==> src/rtl/scan_decoder_pkg.sv <==
// Shared types for the scan decoder: FSM state encoding and mode input encoding.
package scan_decoder_pkg;

   typedef enum logic [1:0] {
      IDLE   = 2'd0,
      MANUAL = 2'd1,
      SCAN   = 2'd2
   } state_t;

   localparam logic MODE_MANUAL = 1'b0;
   localparam logic MODE_SCAN   = 1'b1;

endpackage

==> src/rtl/scan_prescaler.sv <==
// Scan-step prescaler: counts 0..PRESCALE-1 while run is high; tick flags the
// terminal-count cycle so the caller can step on that edge.
module scan_prescaler #(
   parameter int PRESCALE = 50000
) (
   input  logic clk,
   input  logic rst_n,
   input  logic clr,
   input  logic run,
   output logic tick
);

   localparam int CNT_W = $clog2(PRESCALE);
   localparam logic [CNT_W-1:0] TERM = CNT_W'(PRESCALE - 1);

   logic [CNT_W-1:0] cnt;

   always_ff @(posedge clk) begin
      if (!rst_n)
         cnt <= '0;
      else if (clr)
         cnt <= '0;
      else if (run)
         cnt <= (cnt == TERM) ? '0 : cnt + 1'b1;
   end

   assign tick = run && (cnt == TERM);

endmodule

==> src/rtl/scan_decoder.sv <==
// Active-low one-hot decoder with manual-load and auto-scan index sources.
// Optional macro SCAN_DECODER_BLANK_EN inserts one all-ones cycle on every index change.
module scan_decoder
   import scan_decoder_pkg::*;
#(
   parameter int SEL_W    = 3,
   parameter int PRESCALE = 50000,
   localparam int OUT_N   = 2**SEL_W
) (
   input  logic             clk,
   input  logic             rst_n,
   input  logic             en,
   input  logic             mode,
   input  logic             load,
   input  logic [SEL_W-1:0] sel_in,
   output logic [OUT_N-1:0] out_n,
   output logic [SEL_W-1:0] sel_cur,
   output logic             tick
);

   state_t           state, state_nxt;
   logic [SEL_W-1:0] sel_nxt;
   logic [OUT_N-1:0] out_nxt, dec;
   logic             sel_load, step, run, clr;

   // Prescaler only advances while staying in SCAN; en=0 on the terminal cycle kills the step.
   assign run = (state == SCAN) && en && (mode == MODE_SCAN);
   assign clr = (state != SCAN);

   scan_prescaler #(.PRESCALE(PRESCALE)) u_pre (
      .clk   (clk),
      .rst_n (rst_n),
      .clr   (clr),
      .run   (run),
      .tick  (step)
   );

   assign sel_load = en && (state == MANUAL) && load;

`ifdef SCAN_DECODER_BLANK_EN
   logic blank, blank_nxt;
`endif

   always_comb begin
      state_nxt = IDLE;
      if (en)
         state_nxt = (mode == MODE_SCAN) ? SCAN : MANUAL;

      sel_nxt = sel_cur;
      if (sel_load)
         sel_nxt = sel_in;
      else if (step)
         sel_nxt = sel_cur + 1'b1;

      dec          = '1;
      dec[sel_nxt] = 1'b0;

      out_nxt = (state_nxt == IDLE) ? '1 : dec;
`ifdef SCAN_DECODER_BLANK_EN
      blank_nxt = (state_nxt != IDLE) && (sel_load || step);
      if (blank_nxt)
         out_nxt = '1;
`endif
   end

   always_ff @(posedge clk) begin
      if (!rst_n) begin
         state   <= IDLE;
         out_n   <= '1;
         sel_cur <= '0;
         tick    <= 1'b0;
      end else begin
         state   <= state_nxt;
         out_n   <= out_nxt;
         sel_cur <= sel_nxt;
         tick    <= step;
      end
   end

`ifdef SCAN_DECODER_BLANK_EN
   always_ff @(posedge clk) begin
      if (!rst_n)
         blank <= 1'b0;
      else
         blank <= blank_nxt;
   end

   // The blank flag marks exactly the cycles where out_n is forced high.
   always_ff @(posedge clk) begin
      if (rst_n)
         assert (!blank || (&out_n));
   end
`endif

   always_ff @(posedge clk) begin
      if (rst_n)
         assert ($countones(~out_n) <= 1);
   end

endmodule

==> config.mk <==
export PLATFORM = sky130hd
export DESIGN_NAME = scan_decoder
export DESIGN_NICKNAME = d
export VERILOG_FILES = /design/src/rtl/scan_decoder_pkg.sv /design/src/rtl/scan_prescaler.sv /design/src/rtl/scan_decoder.sv
export SDC_FILE = /design/constraint.sdc
export NUM_CORES = 1
export LEC_CHECK = 0
export BUFFER_PORTS_ARGS = -buffer_cell sky130_fd_sc_hd__buf_2
export CAP_MARGIN = 20
export CORE_UTILIZATION = 55
export CTS_CLUSTER_DIAMETER = 80
export DETAILED_ROUTE_END_ITERATION = 10
export GPL_TIMING_DRIVEN = 1
export PLACE_DENSITY = 0.77
export SYNTH_ARGS = -nofsm -noshare
export SYNTH_HDL_FRONTEND = slang
export SYNTH_SLANG_ARGS = --single-unit
==> constraint.sdc <==
create_clock -name clk -period 2.4 [get_ports clk]
set_input_delay 0.48 -clock clk [delete_from_list [all_inputs] [get_ports clk]]
set_output_delay 0.48 -clock clk [all_outputs]
set_load 0.05 [all_outputs]
==> impl_metrics.json <==
{
  "p_per_area_mw_per_mm2": 553,
  "yosys.area.top_type": "dfxtp_1",
  "place_congestion": 0.831,
  "path_depth": 5,
  "initial_core_util_pct": 59.5,
  "dr.pass1.iters": 4,
  "peakVddDrop_mv": 0.406,
  "tns_ns": 0,
  "place_ws_ns": 0.287,
  "r2r_start": "u_pre.cnt[15]$_SDFFE_PP0P_",
  "cts_sinks": 30,
  "cts_tree": "done",
  "async_flop_share_pct": 0,
  "fin_crit_ns": 2.03,
  "n_antenna_cell": 0,
  "hold-worst-slack_ns": 0.340,
  "critical_path.max_stage_delay_ns": 0.40,
  "clk_latency_ns": 0.33,
  "finalHoldViolations": 0,
  "tightest_slew_ns": 0.479,
  "finalWirelength_um": 2580,
  "synthFlopType": "dfxtp_1",
  "critPathTopFamily": "simple AND/OR/NAND/NOR gates",
  "post_synth_num_cell_types": 39,
  "holdPathStages": 2,
  "fin_crit_sh_pct": 84.4,
  "rsz0062_at_grt": "false",
  "cap_viol_max_count": 0,
  "crit_start": "u_pre.cnt[15]$_SDFFE_PP0P_",
  "clock_path_buffers": 2,
  "critPathSlowestCell": "or3_1",
  "critical_path_arrival_ns": 2.24,
  "power_leakage_uw": 0.000532,
  "synth.avg_cell_area_sq_um": 8.95,
  "synthCells": 150,
  "cts_hold_buf": 0,
  "r2r_setup_slack_ns": 0.37,
  "grt_pass1_wl_um": 4680,
  "clk_pin_slew_ns": 0.09,
  "die_w_um": 51.4,
  "final_cells": 206,
  "synth.area.top_cells": "dfxtp_1, xnor2_1, nor2_1, nand3_1, xor2_1",
  "hp-class": "input port to register",
  "die_y_um": 51.4,
  "cp.required_ns": 2.61,
  "first_global_vias": 1122,
  "reg2reg_depth": 5,
  "cts-htree-levels": 2,
  "synth_top_area_share_pct": 44.7,
  "crit_buf_inv": 0,
  "max_slew_margin_pct": 67.8,
  "postCtsResizedCells": 0,
  "numPortBuffers": 19,
  "final_common_cell": "dfxtp_1",
  "finalSetupViolCount": 0,
  "crit_path_end_kind": "register",
  "cts_setup_buffers": 0,
  "vias_per_cell": 5.64,
  "skew_ns": 0.00439,
  "crit_path_start_kind": "register",
  "numCtsBuffers": 5,
  "synth-edff-count": 0,
  "drtAntennaViolNets": 0,
  "final_cell_mix": "dfxtp_1, nor2_1, buf_2",
  "core_area_sq_mm": 0.00225,
  "worstReg2RegEnd": "out_n[3]$_SDFF_PP1_",
  "area_delta_synth_final_pct": 15.4,
  "grt_max_degree": 11,
  "crit_path_cell_trace": "nor4bb_1 -> nand4_1 -> or3_1 -> a311oi_2 -> nand3_1",
  "wire_per_inst_um": 12.5,
  "dp_hpwl_um": 1980,
  "drt_iter0_drc": 16,
  "yosys_warnings": 0,
  "grt_overflow_total": 0,
  "drc": 0,
  "netlist_area_sq_mm": 0.00134,
  "antenna_found_initial": 0,
  "syn_nets": 160,
  "dp.cells": 198,
  "fp-row-count": 17,
  "ys_seq_area_share_pct": 44.7,
  "final_util_pct": 68.7,
  "crit_end": "out_n[3]$_SDFF_PP1_",
  "slew_viol_final": 0,
  "ioPinCount": 20,
  "max_freq_mhz": 494,
  "grtUsageTotal_pct": 24.8,
  "setup_ws_ns": 0.374,
  "clock-root-buffer": "clkbuf_4",
  "ys_ff_latch": 30,
  "crit_type": "register to register",
  "dieArea_sq_mm": 0.00264,
  "drive_above_1_share_pct": 20.2,
  "nNetsFinal": 187,
  "dr_total_vias": 1162,
  "outcome": "finished clean",
  "worstPathMaxFanout": 5
}
## metrics by stage
stage | total power [uW] | cell area, sq um
2_1_floorplan | 542 | 1340
5_1_grt | 894 | 1550
3_3_place_gp | 558 | 1490
3_5_place_dp | 560 | 1490
4_1_cts | 864 | 1550
6_report | 857 | 1550
## layer usage
metal  track usage [%]  wire, um  vias up  part of all wire [%]
li1                  -         -      587                     -
met1              28.7      1190      548                    46
met2              40.5      1220       18                    47
met3              6.25       117        9                   4.5
met4              15.3        59        0                   2.3
met5                 0         0        -                     0
## power breakdown
group / switching (uW) / internal, uW / total (uW)
clock: 167 / 142 / 309
sequential: 2.85 / 502 / 504
combinational: 29.0 / 14.7 / 43.7
total: 199 / 658 / 857
## final cells by class
class	instances	area, sq um
Tap cell	28	35.0
Fill cell	202	706
Multi-Input combinational cell	112	709
Sequential cell	30	601
Clock buffer	7	55.1
Timing Repair Buffer	23	125
Inverter	5	18.8
Clock inverter	1	5.00
## kinds of logic after synthesis
logic type      after synthesis  synth area share, %
fa+ha+maj                     2                 1.86
flops                        30                 44.7
compound gates               15                 9.04
xor+xnor                     14                 9.13
buf+inv                       8                 2.42
simple gates                 81                 32.8
## synth_stat cells (all sizes together), types with 2 or more instances
master / number
a21oi: 2
a31o: 2
a31oi: 2
and2: 3
and3: 5
buf: 2
dfxtp: 30
ha: 2
inv: 5
nand2: 7
nand3: 14
nand4: 5
nand4b: 2
nor2: 23
nor3: 5
nor4: 3
nor4bb: 2
o21ai: 4
or2: 2
or3: 2
or4: 3
xnor2: 10
xor2: 4
## worst min path at each step
stage / endpoint / start
2_1_floorplan: u_pre.cnt[0]$_SDFFE_PP0P_ / u_pre.cnt[0]$_SDFFE_PP0P_
3_5_place_dp: u_pre.cnt[0]$_SDFFE_PP0P_ / u_pre.cnt[0]$_SDFFE_PP0P_
6_report: state[0]$_SDFF_PN0_ / mode
3_3_place_gp: u_pre.cnt[0]$_SDFFE_PP0P_ / u_pre.cnt[0]$_SDFFE_PP0P_
4_1_cts: state[0]$_SDFF_PN0_ / mode
5_1_grt: state[0]$_SDFF_PN0_ / mode
## sequential cells by signal, indices dropped and copies added (netlist names)
| register | count |
|---|---|
| tick | 1 |
| out_n | 8 |
| sel_cur | 3 |
| state | 2 |
| u_pre.cnt | 16 |
No activity file was read; power rests on OpenSTA's default activity.
